<file path="config.mk">
export PLATFORM = sky130hd
export DESIGN_NAME = display_arbiter
export DESIGN_NICKNAME = d
export VERILOG_FILES = /design/src/rtl/display_pkg.sv /design/src/rtl/display_rr_sel.sv /design/src/rtl/display_arbiter.sv
export SDC_FILE = /design/constraint.sdc
export NUM_CORES = 1
export LEC_CHECK = 0
export BUFFER_PORTS_ARGS = -buffer_cell sky130_fd_sc_hd__clkbuf_2
export CAP_MARGIN = 10
export CELL_PAD_IN_SITES_DETAIL_PLACEMENT = 1
export CELL_PAD_IN_SITES_GLOBAL_PLACEMENT = 1
export CORE_ASPECT_RATIO = 1.5
export CORE_UTILIZATION = 34
export CTS_BUF_LIST = sky130_fd_sc_hd__clkbuf_8
export CTS_CLUSTER_DIAMETER = 40
export CTS_CLUSTER_SIZE = 8
export DETAILED_ROUTE_END_ITERATION = 10
export PLACE_DENSITY = 0.76
export SKIP_CTS_REPAIR_TIMING = 1
export SLEW_MARGIN = 25
export SYNTH_ARGS = -nofsm -noshare
export SYNTH_HDL_FRONTEND = slang
export SYNTH_HIERARCHICAL = 1
export SYNTH_SLANG_ARGS = --single-unit
</file>
<file path="constraint.sdc">
create_clock -name clk -period 2.4 [get_ports clk]
set_input_delay 0.24 -clock clk [delete_from_list [all_inputs] [get_ports clk]]
set_output_delay 0.24 -clock clk [all_outputs]
set_load 0.005 [all_outputs]
</file>
<file path="src/rtl/display_pkg.sv">
// Shared constants for the display arbiter slice: pixel width, FSM encoding
// and the default burst length.
package display_pkg;

   localparam int RGB_W         = 24;
   localparam int BURST_LEN_DEF = 16;

   localparam logic [1:0] ST_IDLE = 2'd0;
   localparam logic [1:0] ST_GNT0 = 2'd1;
   localparam logic [1:0] ST_GNT1 = 2'd2;

   typedef logic [RGB_W-1:0] rgb_t;

   // One-hot grant vector for a state; IDLE (and any illegal code) maps to 2'b00.
   function automatic logic [1:0] state_grant(input logic [1:0] state);
      return {state == ST_GNT1, state == ST_GNT0};
   endfunction

endpackage

</file>
<file path="src/rtl/display_rr_sel.sv">
// Grant decision for the two-source display arbiter: idle tie-break against
// the last grant, and burst-end / valid-drop rotation out of a grant.
module display_rr_sel
   import display_pkg::*;
(
   input  logic [1:0] state,
   input  logic       last_grant,
   input  logic       src0_valid,
   input  logic       src1_valid,
   input  logic       burst_end,
   output logic [1:0] next_state,
   output logic       grant_exit
);

   always_comb begin
      // NOTE: every output gets a default first so no path through the case infers a latch.
      next_state = state;
      grant_exit = 1'b0;
      case (state)
         ST_IDLE: begin
            if (src0_valid && src1_valid)
               next_state = last_grant ? ST_GNT0 : ST_GNT1;
            else if (src0_valid)
               next_state = ST_GNT0;
            else if (src1_valid)
               next_state = ST_GNT1;
         end
         ST_GNT0: begin
            if (burst_end || !src0_valid) begin
               grant_exit = 1'b1;
               if (src1_valid)       next_state = ST_GNT1;
               else if (!src0_valid) next_state = ST_IDLE;
               else                  next_state = ST_GNT0;
            end
         end
         ST_GNT1: begin
            if (burst_end || !src1_valid) begin
               grant_exit = 1'b1;
               if (src0_valid)       next_state = ST_GNT0;
               else if (!src1_valid) next_state = ST_IDLE;
               else                  next_state = ST_GNT1;
            end
         end
         default: next_state = ST_IDLE;
      endcase
   end

endmodule

</file>
<file path="src/rtl/display_arbiter.sv">
// Two-source pixel arbiter in front of the display driver: bounded bursts,
// round-robin rotation, one-deep output register and per-source pixel counters.
module display_arbiter
   import display_pkg::*;
#(
   parameter int BURST_LEN = BURST_LEN_DEF,
   parameter int CNT_W     = 16
) (
   input  logic             clk,
   input  logic             rst,
   input  logic [RGB_W-1:0] src0_rgb,
   input  logic [RGB_W-1:0] src1_rgb,
   input  logic             src0_valid,
   input  logic             src1_valid,
   output logic             src0_ready,
   output logic             src1_ready,
   output logic [RGB_W-1:0] drv_rgb,
   output logic             drv_valid,
   input  logic             drv_ready,
   output logic [1:0]       grant,
   output logic [CNT_W-1:0] cnt0,
   output logic [CNT_W-1:0] cnt1,
   output logic             busy
);

   logic [1:0] state;
   logic [1:0] next_state;
   logic       last_grant;
   logic       grant_exit;
   logic [7:0] burst_cnt;
   logic       accept_ok;
   logic       xfer0;
   logic       xfer1;
   logic       burst_end;

   // Only new acceptance waits on the driver; a held pixel never blocks rotation.
   assign accept_ok  = !rst && (!drv_valid || drv_ready);
   assign src0_ready = (state == ST_GNT0) && accept_ok;
   assign src1_ready = (state == ST_GNT1) && accept_ok;
   assign xfer0      = src0_valid && src0_ready;
   assign xfer1      = src1_valid && src1_ready;
   assign burst_end  = (xfer0 || xfer1) && (burst_cnt == 8'(BURST_LEN - 1));

   assign grant = state_grant(state);
   assign busy  = (state != ST_IDLE) || drv_valid;

   display_rr_sel u_rr_sel (
      .state      (state),
      .last_grant (last_grant),
      .src0_valid (src0_valid),
      .src1_valid (src1_valid),
      .burst_end  (burst_end),
      .next_state (next_state),
      .grant_exit (grant_exit)
   );

   always_ff @(posedge clk) begin
      // NOTE: sequential state uses non-blocking assignments so every register samples pre-edge values.
      if (rst) begin
         state      <= ST_IDLE;
         last_grant <= 1'b1;
         burst_cnt  <= '0;
      end else begin
         state <= next_state;
         if (grant_exit) last_grant <= (state == ST_GNT1);
         if (grant_exit || state == ST_IDLE)
            burst_cnt <= '0;
         else if (xfer0 || xfer1)
            burst_cnt <= burst_cnt + 1'b1;
      end
   end

   always_ff @(posedge clk) begin
      if (rst) begin
         drv_valid <= 1'b0;
         drv_rgb   <= '0;
      end else if (xfer0 || xfer1) begin
         drv_valid <= 1'b1;
         drv_rgb   <= xfer0 ? src0_rgb : src1_rgb;
      end else if (drv_ready) begin
         drv_valid <= 1'b0;
      end
   end

   always_ff @(posedge clk) begin
      if (rst) begin
         cnt0 <= '0;
         cnt1 <= '0;
      end else begin
         if (xfer0 && cnt0 != '1) cnt0 <= cnt0 + 1'b1;
         if (xfer1 && cnt1 != '1) cnt1 <= cnt1 + 1'b1;
      end
   end

endmodule

</file>
==> results of run 1 <==
[layer usage]
metal / vias to the layer above / GRT usage / share of wire
met5: - / 0 / 0
met4: 0 / 0.0938 / 0.021
met3: 18 / 0.0567 / 0.059
met2: 123 / 0.384 / 0.52
met1: 1635 / 0.219 / 0.40
li1: 1665 / - / -
[layout make-up]
cell class                      instances  area (sq um)
Clock inverter                          5           108
Multi-Input combinational cell        305          1850
Inverter                                9          33.8
Clock buffer                           11           151
Timing Repair Buffer                  128           676
Fill cell                            1214          5100
Tap cell                              112           140
Sequential cell                        68          1360
[worst max-delay path, cell delays in order, from the launching register on]
cell and delay (ps):
sky130_fd_sc_hd__dfxtp_2 400, sky130_fd_sc_hd__and2b_1 250, sky130_fd_sc_hd__and3_1 210, sky130_fd_sc_hd__a21oi_1 250, sky130_fd_sc_hd__nor3_2 90, sky130_fd_sc_hd__o21ai_0 100, sky130_fd_sc_hd__o221ai_1 160, sky130_fd_sc_hd__and2_1 210
sky130_fd_sc_hd__nor2_1 130, sky130_fd_sc_hd__o21ai_2 130, sky130_fd_sc_hd__nor2_1 120
[where the power goes]
part	total (mW)	internal, mW	switching, mW
clock	1.21	0.751	0.461
combinational	0.272	0.121	0.151
sequential	1.18	1.16	0.0236
total	2.67	2.03	0.635
[sequential cells by signal, summed over array words and instances, names as in the netlist]
signal / count
state: 2
last_grant: 1
drv_rgb: 24
cnt1: 16
cnt0: 16
drv_valid: 1
burst_cnt: 8
[cell families (layout without fill, tap and decap cells)]
family / after synthesis / in the layout / share of synthesized area
and+or+nand+nor: 197 / 197 / 0.280
buffers and inverters: 32 / 153 / 0.0412
muxes: 11 / 11 / 0.0334
DFF: 68 / 68 / 0.408
AOI/OAI and AO/OA: 65 / 65 / 0.145
adders and majority gates: 7 / 7 / 0.0262
xor gates and xnor gates: 25 / 25 / 0.0656
[layout by cell type (no fill, tap or decap), drive strengths merged, types with 3 or more instances in the layout]
| cell | n |
|---|---|
| a211oi | 4 |
| a21oi | 12 |
| a311oi | 26 |
| and2 | 3 |
| and3 | 4 |
| and4 | 4 |
| buf | 14 |
| bufinv | 3 |
| clkbuf | 125 |
| dfxtp | 68 |
| ha | 7 |
| inv | 9 |
| mux2i | 10 |
| nand2 | 69 |
| nand3 | 13 |
| nand4 | 13 |
| nor2 | 61 |
| nor2b | 4 |
| nor3 | 8 |
| nor4 | 7 |
| o211ai | 3 |
| o21ai | 6 |
| xnor2 | 24 |
[worst min-delay path by stage]
stage / to / start / slack (ps) / cells after the start
floorplan: drv_rgb[0] / src1_rgb[0] / 400 / 2
global placement: drv_rgb[10] / drv_rgb[10] / 470 / 2
detailed placement: drv_rgb[14] / drv_rgb[14] / 480 / 2
CTS: drv_rgb[18] / src1_rgb[18] / 100 / 3
global route: drv_rgb[22] / src1_rgb[22] / 110 / 3
finish: drv_rgb[22] / src1_rgb[22] / 130 / 3
==> impl_metrics.xml, run 1 <==
<?xml version="1.0" encoding="UTF-8"?>
<metrics>
  <group name="critical_path">
    <metric name="rr_worst_depth" unit="">10</metric>
    <metric name="crit_start" unit="">state[1]</metric>
    <metric name="worstSetupEndpoint" unit="">burst_cnt[7]</metric>
    <metric name="worst_reg2reg_startpoint" unit="">state[1]</metric>
    <metric name="critical_path.endpoint_type" unit="">flip-flop</metric>
    <metric name="crit_type" unit="">reg2reg</metric>
    <metric name="worstPathMaxFanout" unit="">8</metric>
    <metric name="ff2ff_setup_slack" unit="ps">280</metric>
    <metric name="critical_path_required" unit="ps">2690</metric>
    <metric name="critical_path.reg2reg.endpoint" unit="">burst_cnt[7]</metric>
    <metric name="cp_data_arrival_time" unit="ps">2410</metric>
    <metric name="worstSetupStartpointType" unit="">flip-flop</metric>
  </group>
  <group name="synth">
    <metric name="async_set_or_reset_flop_fraction_in_the_synthesized_netlist" unit="">0</metric>
    <metric name="ys_warn_count" unit="">6</metric>
    <metric name="syn-mean-instance-area" unit="sq um">8.24</metric>
    <metric name="yosysSeqAreaShare" unit="">0.408</metric>
    <metric name="synth_top_cells_by_count" unit="">sky130_fd_sc_hd__nand2_1, sky130_fd_sc_hd__dfxtp_1, sky130_fd_sc_hd__nor2_1, sky130_fd_sc_hd__a311oi_1, sky130_fd_sc_hd__xnor2_1</metric>
    <metric name="syn-instance-count" unit="">405</metric>
    <metric name="synth_area" unit="sq um">3340</metric>
    <metric name="cell_type_with_the_largest_total_area_after_synthesis" unit="">sky130_fd_sc_hd__dfxtp_1</metric>
    <metric name="synthDistinctLibCells" unit="">51</metric>
    <metric name="synth_ff_type" unit="">sky130_fd_sc_hd__dfxtp_1</metric>
    <metric name="ys_ff_latch" unit="">68</metric>
    <metric name="postSynthNetCount" unit="">465</metric>
    <metric name="netlist.area_leader.share" unit="">0.408</metric>
    <metric name="synth-edff-count" unit="">0</metric>
    <metric name="synthMostInstantiatedCell" unit="">sky130_fd_sc_hd__nand2_1</metric>
    <metric name="synth_top_cells_by_area" unit="">sky130_fd_sc_hd__dfxtp_1, sky130_fd_sc_hd__nand2_1, sky130_fd_sc_hd__nor2_1, sky130_fd_sc_hd__a311oi_1, sky130_fd_sc_hd__xnor2_1</metric>
  </group>
  <group name="place">
    <metric name="placement_cell_area" unit="sq um">4050</metric>
    <metric name="portBuffers" unit="">114</metric>
    <metric name="dp_worst_setup_slack" unit="ps">64.4</metric>
    <metric name="place.detailed.instances" unit="">622</metric>
    <metric name="dpl.hpwl" unit="mm">7.64</metric>
    <metric name="place.gp.congestion" unit="">0.831</metric>
  </group>
  <group name="floorplanning">
    <metric name="core_rows" unit="">43</metric>
    <metric name="dieHeight" unit="microns">123</metric>
    <metric name="dieWidth" unit="microns">82.9</metric>
    <metric name="initial_utilization" unit="">0.354</metric>
    <metric name="core_area" unit="sq um">9420</metric>
    <metric name="top_level_ports" unit="">115</metric>
    <metric name="floorplan.die_area" unit="sq um">10200</metric>
  </group>
  <group name="global_route">
    <metric name="grt_max_degree" unit="">31</metric>
    <metric name="grt_pass1_vias" unit="">3640</metric>
    <metric name="global_route_congestion_overflow_total" unit="">0</metric>
    <metric name="groute.usage.overall" unit="">0.207</metric>
    <metric name="antenna_found_initial" unit="">0</metric>
    <metric name="grt_pass1_wl" unit="mm">16.9</metric>
  </group>
  <group name="drt">
    <metric name="detailed_route_drc_error_count" unit="">0</metric>
    <metric name="route.antenna.remaining_nets" unit="">0</metric>
    <metric name="routed_via_density" unit="">5.39</metric>
    <metric name="drtPass1Iterations" unit="">4</metric>
    <metric name="overall_via_count_from_detail_route" unit="">3441</metric>
    <metric name="initialDrtViolationCount" unit="">93</metric>
    <metric name="postRouteWirelength" unit="mm">10.2</metric>
    <metric name="detail_route.wl_per_cell" unit="microns">15.9</metric>
  </group>
  <group name="sta">
    <metric name="final_critical_path_setup_slack" unit="ps">279</metric>
    <metric name="final.hold.worst_slack" unit="ps">130</metric>
    <metric name="unrepaired_setup_endpoints_after_global_routing" unit="">no</metric>
    <metric name="final_hold_viol_count" unit="">0</metric>
    <metric name="achievable_clock_frequency" unit="MHz">472</metric>
    <metric name="final-setup-viol-count" unit="">0</metric>
    <metric name="period_utilization_post_route" unit="">0.884</metric>
    <metric name="post-route-min-period" unit="ps">2120</metric>
    <metric name="max_slew.worst_pin.slew" unit="ps">644</metric>
    <metric name="timing.final.max_slew_violations" unit="">0</metric>
    <metric name="worst_clock_skew" unit="ps">7.08</metric>
    <metric name="timing.slew.headroom" unit="">0.568</metric>
    <metric name="setup_tns" unit="ps">0</metric>
  </group>
  <group name="clocking">
    <metric name="clock_sinks" unit="">68</metric>
    <metric name="clock_tree_from_tritoncts" unit="">built</metric>
    <metric name="clockRootBuffer" unit="">sky130_fd_sc_hd__clkbuf_8</metric>
    <metric name="tritoncts.num_buffers" unit="">9</metric>
    <metric name="clockBufferDepth" unit="">2</metric>
    <metric name="cts_max_level" unit="">3</metric>
    <metric name="clock_latency" unit="ps">350</metric>
    <metric name="cts.reportedPaths.clkPinSlew" unit="ps">80</metric>
  </group>
  <group name="finish">
    <metric name="layout.cell_area.non_filler" unit="sq um">4320</metric>
    <metric name="drive_above_1_share" unit="">0.291</metric>
    <metric name="flow.area_growth_from_synthesis" unit="%">29.4</metric>
    <metric name="stdcell_count" unit="">638</metric>
    <metric name="antennaDiodeCount" unit="">0</metric>
    <metric name="fin_nets" unit="">581</metric>
    <metric name="finish.utilization" unit="">0.459</metric>
  </group>
  <group name="pwr">
    <metric name="leakagePower" unit="nW">1.78</metric>
    <metric name="vdd_drop_max" unit="mV">0.405</metric>
    <metric name="report.power.total" unit="mW">2.67</metric>
    <metric name="power_density" unit="nW/um^2">618</metric>
  </group>
  <group name="status">
    <metric name="run_status" unit="">complete, no violations</metric>
  </group>
  <group name="min_path">
    <metric name="holdCritPathClass" unit="">in2reg</metric>
  </group>
  <group name="flow_run">
    <metric name="max_cap_viol_count" unit="">0</metric>
  </group>
</metrics>
(Power assumes the default switching activity.)
==> run 2, diff against run 1 <==
--- a/config.mk
+++ b/config.mk
@@ -11,10 +11,10 @@
 export CELL_PAD_IN_SITES_GLOBAL_PLACEMENT = 1
 export CORE_ASPECT_RATIO = 1.5
-export CORE_UTILIZATION = 34
+export CORE_UTILIZATION = 37
 export CTS_BUF_LIST = sky130_fd_sc_hd__clkbuf_8
 export CTS_CLUSTER_DIAMETER = 40
 export CTS_CLUSTER_SIZE = 8
 export DETAILED_ROUTE_END_ITERATION = 10
-export PLACE_DENSITY = 0.76
+export PLACE_DENSITY = 0.79
 export SKIP_CTS_REPAIR_TIMING = 1
 export SLEW_MARGIN = 25
==> constraint.sdc (replaced) <==
create_clock -name clk -period 2.3 [get_ports clk]
set_input_delay 0.115 -clock clk [delete_from_list [all_inputs] [get_ports clk]]
set_output_delay 0.115 -clock clk [all_outputs]
set_load 0.005 [all_outputs]
==> run 2 against run 1 <==
Net effect:
- final cell count shrank 0.16%
- register-to-register slack lost 30 ps
- sequential power grew 4%
- first-iteration DRC count shrank 8.6%
- hold slack lost 120 ps
- flip-flop and latch count is the same
==> impl_metrics.xml, run 2 (synthesis results as in run 1) <==
<?xml version="1.0" encoding="UTF-8"?>
<metrics>
  <group name="status">
    <metric name="run_status" unit="">complete, no violations</metric>
  </group>
  <group name="sta">
    <metric name="achievable_clock_frequency" unit="MHz">487</metric>
    <metric name="setup_tns" unit="ps">0</metric>
    <metric name="unrepaired_setup_endpoints_after_global_routing" unit="">no</metric>
    <metric name="final_critical_path_setup_slack" unit="ps">245</metric>
    <metric name="post-route-min-period" unit="ps">2060</metric>
    <metric name="final-setup-viol-count" unit="">0</metric>
    <metric name="timing.final.max_slew_violations" unit="">0</metric>
    <metric name="timing.slew.headroom" unit="">0.523</metric>
    <metric name="max_slew.worst_pin.slew" unit="ps">710</metric>
    <metric name="final_hold_viol_count" unit="">0</metric>
    <metric name="final.hold.worst_slack" unit="ps">10.6</metric>
    <metric name="period_utilization_post_route" unit="">0.894</metric>
    <metric name="worst_clock_skew" unit="ps">6.85</metric>
  </group>
  <group name="place">
    <metric name="placement_cell_area" unit="sq um">4070</metric>
    <metric name="dp_worst_setup_slack" unit="ps">122</metric>
    <metric name="dpl.hpwl" unit="mm">7.54</metric>
    <metric name="portBuffers" unit="">114</metric>
    <metric name="place.detailed.instances" unit="">622</metric>
    <metric name="place.gp.congestion" unit="">0.856</metric>
  </group>
  <group name="clocking">
    <metric name="cts_max_level" unit="">3</metric>
    <metric name="clock_sinks" unit="">68</metric>
    <metric name="cts.reportedPaths.clkPinSlew" unit="ps">70</metric>
    <metric name="tritoncts.num_buffers" unit="">9</metric>
    <metric name="clockBufferDepth" unit="">2</metric>
    <metric name="clockRootBuffer" unit="">sky130_fd_sc_hd__clkbuf_8</metric>
    <metric name="clock_tree_from_tritoncts" unit="">built</metric>
    <metric name="clock_latency" unit="ps">340</metric>
  </group>
  <group name="drt">
    <metric name="drtPass1Iterations" unit="">4</metric>
    <metric name="postRouteWirelength" unit="mm">9.91</metric>
    <metric name="overall_via_count_from_detail_route" unit="">3468</metric>
    <metric name="route.met3.wl" unit="microns">595</metric>
    <metric name="initialDrtViolationCount" unit="">85</metric>
    <metric name="routed_via_density" unit="">5.44</metric>
    <metric name="highest-signal-layer" unit="">met4</metric>
    <metric name="detailed_route_drc_error_count" unit="">0</metric>
    <metric name="route.layer.met1.wl" unit="mm">3.79</metric>
    <metric name="route.antenna.remaining_nets" unit="">0</metric>
    <metric name="detail_route.wl_per_cell" unit="microns">15.6</metric>
    <metric name="met2WireLength" unit="mm">5.17</metric>
  </group>
  <group name="finish">
    <metric name="final_common_cell" unit="">sky130_fd_sc_hd__clkbuf_2</metric>
    <metric name="top_register" unit="">drv_rgb</metric>
    <metric name="flow.area_growth_from_synthesis" unit="%">28.8</metric>
    <metric name="stdcell_count" unit="">637</metric>
    <metric name="antennaDiodeCount" unit="">0</metric>
    <metric name="layout.cell_area.non_filler" unit="sq um">4300</metric>
    <metric name="commonest_cells_after_routing_fill_and_taps_aside" unit="">sky130_fd_sc_hd__clkbuf_2, sky130_fd_sc_hd__nand2_1, sky130_fd_sc_hd__dfxtp_1</metric>
    <metric name="largest_registers" unit="">drv_rgb: 24 flops, cnt0: 16 flops, cnt1: 16 flops</metric>
    <metric name="drive_above_1_share" unit="">0.292</metric>
    <metric name="fin_nets" unit="">583</metric>
    <metric name="largest_register_ffs" unit="">24</metric>
  </group>
  <group name="floorplanning">
    <metric name="core_rows" unit="">42</metric>
    <metric name="top_level_ports" unit="">115</metric>
    <metric name="core_area" unit="sq um">8780</metric>
    <metric name="dieWidth" unit="microns">79.5</metric>
    <metric name="initial_utilization" unit="">0.380</metric>
    <metric name="dieHeight" unit="microns">118</metric>
    <metric name="floorplan.die_area" unit="sq um">9410</metric>
  </group>
  <group name="min_path">
    <metric name="hold_path.startpoint" unit="">src1_rgb[9]</metric>
    <metric name="holdCritPathClass" unit="">in2reg</metric>
  </group>
  <group name="global_route">
    <metric name="grt_pass1_wl" unit="mm">16.7</metric>
    <metric name="global_route_congestion_overflow_total" unit="">0</metric>
    <metric name="grt_pass1_vias" unit="">3649</metric>
    <metric name="groute.usage.overall" unit="">0.227</metric>
    <metric name="antenna_found_initial" unit="">0</metric>
    <metric name="grt_max_degree" unit="">55</metric>
  </group>
  <group name="critical_path">
    <metric name="worst_reg2reg_startpoint" unit="">cnt0[2]</metric>
    <metric name="critical_path_required" unit="ps">2530</metric>
    <metric name="worstPathMaxFanout" unit="">6</metric>
    <metric name="worstSetupStartpointType" unit="">flip-flop</metric>
    <metric name="crit_type" unit="">reg2reg</metric>
    <metric name="critical_path.endpoint_type" unit="">flip-flop</metric>
    <metric name="crit_start" unit="">cnt0[2]</metric>
    <metric name="cp_data_arrival_time" unit="ps">2290</metric>
  </group>
  <group name="pwr">
    <metric name="power_density" unit="nW/um^2">612</metric>
    <metric name="vdd_drop_max" unit="mV">0.282</metric>
    <metric name="leakagePower" unit="nW">1.77</metric>
  </group>
  <group name="flow_run">
    <metric name="max_cap_viol_count" unit="">0</metric>
  </group>
</metrics>
-- run 2: final cells by class --
| type | instances | area [sq um] |
|---|---|---|
| clock inverter | 4 | 72.6 |
| tap | 110 | 138 |
| timing repair buffer | 130 | 691 |
| sequential | 68 | 1360 |
| multi-input combinational | 305 | 1850 |
| clock buffer | 11 | 151 |
| inverter | 9 | 33.8 |
| fill | 1115 | 4480 |
-- run 2: path summary, 6_finish.rpt --
path,to,slack (ps),depth (start not counted)
max reg2reg,cnt0[11],240,5
max,cnt0[11],240,5
min,drv_rgb[9],10,3
min reg2reg,drv_rgb[12],480,2
-- run 2: where the power goes --
group / total [mW] / switching [mW] / internal [mW]
logic: 0.290 / 0.159 / 0.131
registers: 1.23 / 0.0213 / 1.21
clock network: 1.11 / 0.445 / 0.662
total: 2.63 / 0.625 / 2.00
-- run 2: metal layers --
| metal | GRT usage | up-vias |
|---|---|---|
| li1 | - | 1670 |
| met1 | 0.243 | 1641 |
| met2 | 0.393 | 127 |
| met3 | 0.0556 | 30 |
| met4 | 0.134 | 0 |
| met5 | 0 | - |
-- run 2: critical path, cell delays in order (launching register included) --
cell and delay, ps:
sky130_fd_sc_hd__dfxtp_1 460, sky130_fd_sc_hd__and4_1 270, sky130_fd_sc_hd__nand2_1 170, sky130_fd_sc_hd__nor3_1 640
sky130_fd_sc_hd__a21oi_1 170, sky130_fd_sc_hd__a31o_2 240
-- run 2: through the flow --
step / util / total power, mW
2_1_floorplan: - / 1.40
3_3_place_gp: 0.463 / 1.54
3_5_place_dp: 0.463 / 1.55
4_1_cts: 0.489 / 2.67
5_1_grt: 0.490 / 2.75
6_report: 0.490 / 2.63
